### src/rtl/id_hazard_if.sv
// ID-stage hazard controller bus: the decode-stage instruction fields in,
// pipeline control, forwarding selects and regfile write port out.
interface id_hazard_if #(
  parameter int REG_ADDR_W = 5,
  parameter int OPCODE_W   = 6,
  parameter int CNT_W      = 16
);
  logic                  i_valid;
  logic                  i_flush;
  logic [OPCODE_W-1:0]   i_opcode;
  logic [REG_ADDR_W-1:0] i_rs;
  logic [REG_ADDR_W-1:0] i_rt;
  logic [REG_ADDR_W-1:0] i_rd;
  logic                  o_reg_dst_sel;
  logic                  o_pc_we;
  logic                  o_ifid_we;
  logic                  o_idex_bubble;
  logic [1:0]            o_fwd_a;
  logic [1:0]            o_fwd_b;
  logic [REG_ADDR_W-1:0] o_wb_dest;
  logic                  o_wb_we;
  logic [CNT_W-1:0]      o_stall_cnt;

  // Pipeline side: presents the ID instruction, consumes the control outputs.
  modport master (
    output i_valid, i_flush, i_opcode, i_rs, i_rt, i_rd,
    input  o_reg_dst_sel, o_pc_we, o_ifid_we, o_idex_bubble,
           o_fwd_a, o_fwd_b, o_wb_dest, o_wb_we, o_stall_cnt
  );

  // Controller side.
  modport slave (
    input  i_valid, i_flush, i_opcode, i_rs, i_rt, i_rd,
    output o_reg_dst_sel, o_pc_we, o_ifid_we, o_idex_bubble,
           o_fwd_a, o_fwd_b, o_wb_dest, o_wb_we, o_stall_cnt
  );
endinterface

### src/rtl/id_hazard_controller.sv
// ID-stage destination-register sequencer: opcode decode, a shadow
// EX/MEM/WB pipeline of register usage, load-use stall generation,
// EX-stage forwarding selects and the regfile write port.
module id_hazard_controller #(
  parameter int REG_ADDR_W = 5,
  parameter int OPCODE_W   = 6,
  parameter int CNT_W      = 16
) (
  input  logic        i_clk,
  input  logic        reset,
  id_hazard_if.slave  bus
);

  localparam logic [OPCODE_W-1:0] OP_RTYPE = OPCODE_W'('h00);
  localparam logic [OPCODE_W-1:0] OP_J     = OPCODE_W'('h02);
  localparam logic [OPCODE_W-1:0] OP_BEQ   = OPCODE_W'('h04);
  localparam logic [OPCODE_W-1:0] OP_BNE   = OPCODE_W'('h05);
  localparam logic [OPCODE_W-1:0] OP_ADDI  = OPCODE_W'('h08);
  localparam logic [OPCODE_W-1:0] OP_SLTI  = OPCODE_W'('h0A);
  localparam logic [OPCODE_W-1:0] OP_ANDI  = OPCODE_W'('h0C);
  localparam logic [OPCODE_W-1:0] OP_ORI   = OPCODE_W'('h0D);
  localparam logic [OPCODE_W-1:0] OP_LUI   = OPCODE_W'('h0F);
  localparam logic [OPCODE_W-1:0] OP_LW    = OPCODE_W'('h23);
  localparam logic [OPCODE_W-1:0] OP_SW    = OPCODE_W'('h2B);

  localparam logic [1:0] FWD_RF  = 2'b00;
  localparam logic [1:0] FWD_MEM = 2'b10;
  localparam logic [1:0] FWD_WB  = 2'b01;

  typedef struct packed {
    logic                  valid;
    logic                  we;
    logic                  memread;
    logic [REG_ADDR_W-1:0] rs;
    logic [REG_ADDR_W-1:0] rt;
    logic [REG_ADDR_W-1:0] dest;
  } stage_t;

  stage_t ex_q, mem_q, wb_q;
  stage_t id_entry;

  logic                  dec_sel_rt;
  logic                  dec_we;
  logic                  dec_memread;
  logic                  uses_rs;
  logic                  uses_rt;
  logic [REG_ADDR_W-1:0] dec_dest;
  logic                  stall;
  logic                  bubble;
  logic [CNT_W-1:0]      stall_cnt_q;

  // Opcode decode: destination select, write/load flags and source usage.
  always_comb begin
    // NOTE: every combinational output gets a default first so no path leaves it unassigned (no latch).
    dec_sel_rt  = 1'b0;
    dec_we      = 1'b0;
    dec_memread = 1'b0;
    uses_rs     = 1'b1;
    uses_rt     = 1'b0;
    case (bus.i_opcode)
      OP_RTYPE: begin dec_we = 1'b1; uses_rt = 1'b1; end
      OP_LW:    begin dec_sel_rt = 1'b1; dec_we = 1'b1; dec_memread = 1'b1; end
      OP_ADDI, OP_SLTI, OP_ANDI, OP_ORI:
                begin dec_sel_rt = 1'b1; dec_we = 1'b1; end
      OP_LUI:   begin dec_sel_rt = 1'b1; dec_we = 1'b1; uses_rs = 1'b0; end
      OP_SW, OP_BEQ, OP_BNE:
                uses_rt = 1'b1;
      OP_J:     uses_rs = 1'b0;
      default:  ;
    endcase
  end

  assign dec_dest = dec_sel_rt ? bus.i_rt : bus.i_rd;

  // Decoded ID entry; writes to register 0 are dropped at the source.
  assign id_entry = '{valid:   1'b1,
                      we:      dec_we && (dec_dest != '0),
                      memread: dec_memread,
                      rs:      bus.i_rs,
                      rt:      bus.i_rt,
                      dest:    dec_dest};

  // Load-use hazard: a load in EX feeding a source the ID instruction reads.
  // A flush kills the ID instruction, so it can never stall.
  assign stall = bus.i_valid && !bus.i_flush && ex_q.valid && ex_q.memread &&
                 (ex_q.dest != '0) &&
                 ((uses_rs && (bus.i_rs == ex_q.dest)) ||
                  (uses_rt && (bus.i_rt == ex_q.dest)));

  assign bubble = stall || bus.i_flush || !bus.i_valid;

  // Forwarding select for one EX source; MEM wins over WB.
  function automatic logic [1:0] fwd_sel(input logic [REG_ADDR_W-1:0] src,
                                         input stage_t mem, input stage_t wb);
    if (src == '0)                                fwd_sel = FWD_RF;
    else if (mem.valid && mem.we && mem.dest == src) fwd_sel = FWD_MEM;
    else if (wb.valid && wb.we && wb.dest == src)    fwd_sel = FWD_WB;
    else                                          fwd_sel = FWD_RF;
  endfunction

  // Shadow pipeline advance and saturating stall counter.
  always_ff @(posedge i_clk or posedge reset) begin
    if (reset) begin
      ex_q        <= '0;
      mem_q       <= '0;
      wb_q        <= '0;
      stall_cnt_q <= '0;
    end else begin
      // NOTE: non-blocking assignments let WB<=MEM<=EX shift in one edge using pre-edge values.
      wb_q  <= mem_q;
      mem_q <= ex_q;
      ex_q  <= bubble ? stage_t'('0) : id_entry;
      if (stall && (stall_cnt_q != '1))
        stall_cnt_q <= stall_cnt_q + 1'b1;
    end
  end

  assign bus.o_reg_dst_sel = dec_sel_rt;
  assign bus.o_pc_we       = !stall;
  assign bus.o_ifid_we     = !stall;
  assign bus.o_idex_bubble = bubble;
  assign bus.o_fwd_a       = fwd_sel(ex_q.rs, mem_q, wb_q);
  assign bus.o_fwd_b       = fwd_sel(ex_q.rt, mem_q, wb_q);
  assign bus.o_wb_dest     = wb_q.dest;
  assign bus.o_wb_we       = wb_q.valid && wb_q.we;
  assign bus.o_stall_cnt   = stall_cnt_q;

  // Later-stage source fields and load flags are carried for debug visibility only.
  logic unused_stage_bits;
  assign unused_stage_bits = ^{mem_q.memread, mem_q.rs, mem_q.rt,
                               wb_q.memread, wb_q.rs, wb_q.rt};

endmodule

### src/flat_wrapper.sv
// flat-port wrapper written by rule: the top's interface ports become plain ports
module id_hazard_controller_flat 
#(
  parameter int REG_ADDR_W = 5,
  parameter int OPCODE_W   = 6,
  parameter int CNT_W      = 16
)
  (i_clk, reset, bus_i_valid, bus_i_flush, bus_i_opcode, bus_i_rs, bus_i_rt, bus_i_rd, bus_o_reg_dst_sel, bus_o_pc_we, bus_o_ifid_we, bus_o_idex_bubble, bus_o_fwd_a, bus_o_fwd_b, bus_o_wb_dest, bus_o_wb_we, bus_o_stall_cnt);
  id_hazard_if #(.REG_ADDR_W(REG_ADDR_W), .OPCODE_W(OPCODE_W), .CNT_W(CNT_W)) bus_i ();
  input  logic i_clk;
  input  logic reset;
  input wire logic [$bits(bus_i.i_valid)-1:0] bus_i_valid;
  input wire logic [$bits(bus_i.i_flush)-1:0] bus_i_flush;
  input wire logic [$bits(bus_i.i_opcode)-1:0] bus_i_opcode;
  input wire logic [$bits(bus_i.i_rs)-1:0] bus_i_rs;
  input wire logic [$bits(bus_i.i_rt)-1:0] bus_i_rt;
  input wire logic [$bits(bus_i.i_rd)-1:0] bus_i_rd;
  output wire logic [$bits(bus_i.o_reg_dst_sel)-1:0] bus_o_reg_dst_sel;
  output wire logic [$bits(bus_i.o_pc_we)-1:0] bus_o_pc_we;
  output wire logic [$bits(bus_i.o_ifid_we)-1:0] bus_o_ifid_we;
  output wire logic [$bits(bus_i.o_idex_bubble)-1:0] bus_o_idex_bubble;
  output wire logic [$bits(bus_i.o_fwd_a)-1:0] bus_o_fwd_a;
  output wire logic [$bits(bus_i.o_fwd_b)-1:0] bus_o_fwd_b;
  output wire logic [$bits(bus_i.o_wb_dest)-1:0] bus_o_wb_dest;
  output wire logic [$bits(bus_i.o_wb_we)-1:0] bus_o_wb_we;
  output wire logic [$bits(bus_i.o_stall_cnt)-1:0] bus_o_stall_cnt;
  assign bus_i.i_valid = bus_i_valid;
  assign bus_i.i_flush = bus_i_flush;
  assign bus_i.i_opcode = bus_i_opcode;
  assign bus_i.i_rs = bus_i_rs;
  assign bus_i.i_rt = bus_i_rt;
  assign bus_i.i_rd = bus_i_rd;
  assign bus_o_reg_dst_sel = bus_i.o_reg_dst_sel;
  assign bus_o_pc_we = bus_i.o_pc_we;
  assign bus_o_ifid_we = bus_i.o_ifid_we;
  assign bus_o_idex_bubble = bus_i.o_idex_bubble;
  assign bus_o_fwd_a = bus_i.o_fwd_a;
  assign bus_o_fwd_b = bus_i.o_fwd_b;
  assign bus_o_wb_dest = bus_i.o_wb_dest;
  assign bus_o_wb_we = bus_i.o_wb_we;
  assign bus_o_stall_cnt = bus_i.o_stall_cnt;
  id_hazard_controller #(.REG_ADDR_W(REG_ADDR_W), .OPCODE_W(OPCODE_W), .CNT_W(CNT_W)) u_core (.i_clk(i_clk), .reset(reset), .bus(bus_i));
endmodule
### config.mk
export PLATFORM = sky130hd
export DESIGN_NAME = id_hazard_controller_flat
export DESIGN_NICKNAME = d
export VERILOG_FILES = /design/src/rtl/id_hazard_if.sv /design/src/rtl/id_hazard_controller.sv /design/src/flat_wrapper.sv
export SDC_FILE = /design/constraint.sdc
export NUM_CORES = 1
export LEC_CHECK = 0
export CELL_PAD_IN_SITES_DETAIL_PLACEMENT = 0
export CELL_PAD_IN_SITES_GLOBAL_PLACEMENT = 1
export CORE_MARGIN = 2
export CORE_UTILIZATION = 42
export CTS_CLUSTER_DIAMETER = 120
export DETAILED_ROUTE_END_ITERATION = 6
export HOLD_SLACK_MARGIN = 0.03
export PLACE_DENSITY = 0.93
export RECOVER_POWER = 25
export SYNTH_ARGS = -nofsm -noshare
export SYNTH_HDL_FRONTEND = slang
export SYNTH_SLANG_ARGS = --single-unit
### constraint.sdc
create_clock -name i_clk -period 4.8 [get_ports i_clk]
set_input_delay 0.96 -clock i_clk [delete_from_list [all_inputs] [get_ports i_clk]]
set_output_delay 0.96 -clock i_clk [all_outputs]
set_load 0.005 [all_outputs]
==> results.toml <==
[logic_synthesis]
syn_area_mm2 = 0.002416
synth.area.mux_share_pct = 3.004
synthTopCellsByCount = "dfrtp_1 (48), xor2_1 (23), xnor2_1 (20)"
synth_edf_count = 0
avgSynthCellArea_um2 = 11.03
synth_fa_ha_area_share_pct = 0.9322
async_flop_share_pct = 100.0
synth_top_cell_area_share_pct = 49.72
seq_area_frac_synth_pct = 49.72
syn_nets = 245
yosysWarnings = 0
synth.area.top_cells = "dfrtp_1 (50%), xor2_1 (8.3%), xnor2_1 (7.3%)"
synth_top_family_by_area = "simple AND/OR/NAND/NOR gates"
postSynthCellCount = 219
synth_compound_gate_area_share_pct = 3.832
synthFlopType = "dfrtp_1"
synth-seq-cells = 48
ys_types = 41
synth_xor_area_share_pct = 15.59
yosysMostFrequentCell = "dfrtp_1"
yosysTopAreaCell = "dfrtp_1"
synth-simple-area-share_pct = 22.63

[pwr]
p_per_area_mw_per_mm2 = 288.4
peakVddDrop_v = 0.0001512
p_leak_uw = 0.001376

[cells_and_area]
fill_cells = 526
layout.area.seq_mm2 = 0.001201
diodes = 0
syn2layout_area_growth_pct = 29.78
final_layout_size_suffix_gt1_share_pct = 8.456
final_nets = 297
multi_input_area_mm2 = 0.001111

[die]
die_h_um = 79.85
rows = 27
die_width_um = 79.85
io_pins = 55
initial_core_util_pct = 43.61
coreArea_mm2 = 0.005540
die_area_mm2 = 0.006375

[timing]
finalSetupViolations = 0
period_needed_ns = 4.075
fin_tns_setup_ns = 0
slew_violations = 49
fmax_mhz = 245.4
period_share_pct = 84.91
fin_worst_hold_slack_ns = 0.3573
relSlewSlack_pct = -16.95
rsz0062_at_grt = "false"
tightest_slew_ns = 1.752
clock-skew-final_ns = 0.004003
hold_viol = 0

[grt]
grt_pass1_vias = 1733
grt_use_total_pct = 16.75
grt_overflow = 0
antenna_found_initial = 0
grt_pass1_wl_mm = 8.431
grt_max_degree = 49

[critical_path]
slowest_delay_ns = 0.61
crit_type = "primary input to output pin"
crit_chain = "clkdlybuf4s50_1 > nand3b_1 > nor2_1 > o21ai_0 > a21oi_2 > clkdlybuf4s50_1"
ff2ff_path_depth = 6
critPathBufInv = 2
start_kind = "primary input"
r2r_end = "u_core.bus.o_stall_cnt[1]"
cpMostUsedCell = "clkdlybuf4s50_1"
cp_max_fo = 8
regToRegSetupSlack_ns = 2.30
end_kind = "output pin"
arrival_ns = 3.12
cp_data_required_time_ns = 3.84
r2r_start = "u_core.bus.o_stall_cnt[6]"
cp_slowest_cell = "clkdlybuf4s50_1"
cp_top_family = "buffers and inverters"

[cts]
clockBufferDepth = 2
cts_setup_buffers = 0
cts_root_buffer = "clkbuf_8"
cts-buffers-inserted = 5
clkSlewWorstSetupHoldPaths_ns = 0.09
worstSkewPairLatency_ns = 0.30
postCtsHoldBufs = 0
ctsHtreeMaxLevel = 2
clock_sinks = 48
postCtsResizedCells = 0
cts_tree = "done"

[place]
gp_congestion = 0.7380
hpwl_mm = 3.566
portBuffers = 54

[drt]
vias_per_cell = 5.230
drt-initial-drc-count = 92
drtPass1Iterations = 4
vias = 1799
postRouteWirelength_mm = 4.855
ant_nets = 0
drcViolationCount = 0
wl_per_cell_um = 14.11

[status]
violations = "max-capacitance violations, max-slew violations"
outcome = "finished, violations left"

[flow_run]
maxCapViolCount = 1

[worst_hold_path]
min_path_cells = 0
hold_end = "u_core.mem_q[16]"
hold_path_class = "flip-flop to flip-flop"
hold_start = "u_core.ex_q[16]"
sequential cells by signal, indices dropped and copies added, names as in the netlist:
signal and cells:
u_core.ex_q 18, u_core.bus.o_stall_cnt 16, u_core.bus.o_wb_dest 5, u_core.mem_q 7
u_core.wb_q 2
placed cells by master, fill, tap and decap left out, drive strengths merged, types with 2 or more instances in the layout:
master and count:
or4 4, nor3 11, mux2i 5, or3 2
clkbuf 5, a21o 2, clkdlybuf4s50 53, buf 2
dfrtp 48, mux2 2, nand2 11, xnor2 20
and2 2, a21oi 2, and3 13, nor2 12
inv 5, nand3 8, nor2b 2, xor2 23
bufinv 3, nor4 15, nand4 8
where the power goes:
part	internal, uW	switching, uW	total (uW)	leakage (uW)
combinational	45.4	37.3	82.7	0.000649
sequential	414	12.1	427	0.000649
clock	260	135	395	0.0000784
total	720	184	904	0.00138
stage by stage:
stage          utilization [%]  power (uW)  setup slack, ns  area [um^2]  std cells
4_1_cts                  56.59       912.8           0.7261         3136        344
6_report                 56.59       904.2           0.7246         3136        344
5_1_grt                  56.59       938.5           0.5785         3136        344
3_5_place_dp             53.73       518.6           0.7307         2977        336
3_3_place_gp             53.73       517.2           0.7653         2977        336
2_1_floorplan                -       477.6            1.739         2416        219
cell families after synthesis:
group / count (synthesis)
AND/OR/NAND/NOR: 92
flip-flops: 48
XOR/XNOR: 43
buffers and inverters: 16
AO/OA/AOI/OAI: 11
multiplexers: 7
adder cells (fa/ha/maj): 2
routing by layer:
layer / up-vias / track usage, % / share of wire, %
li1: 872 / - / -
met1: 881 / 23.52 / 47
met2: 40 / 26.30 / 47
met3: 6 / 3.054 / 4.0
met4: 0 / 5.424 / 1.4
met5: - / 0 / 0
how the worst max path moves through the flow:
stage	start	to	slack (ns)	cells after the start
finish	bus_i_opcode[2]	bus_o_reg_dst_sel	0.72	6
global route	bus_i_opcode[2]	bus_o_reg_dst_sel	0.58	6
CTS	bus_i_opcode[3]	bus_o_idex_bubble	0.73	8
detailed placement	bus_i_opcode[3]	bus_o_idex_bubble	0.73	8
global placement	bus_i_opcode[3]	bus_o_idex_bubble	0.77	8
floorplan	bus_i_opcode[1]	bus_o_pc_we	1.74	7
worst reg2reg max path, stage by stage (launching register included):
cell,delay [ns]
dfrtp_1,0.45
and4_1,0.26
and3_1,0.20
nand3_1,0.12
nor3_2,0.86
nor2_1,0.17
mux2_2,0.32
cell type report:
cell class	instances	area share (%)
Clock inverter	3	2.873
Multi-Input combinational cell	155	35.44
Tap cell	72	2.873
Clock buffer	5	2.195
Sequential cell	48	38.31
Inverter	5	0.5986
Timing Repair Buffer	56	17.72
Note: power is estimated with default switching activity, not from simulation.
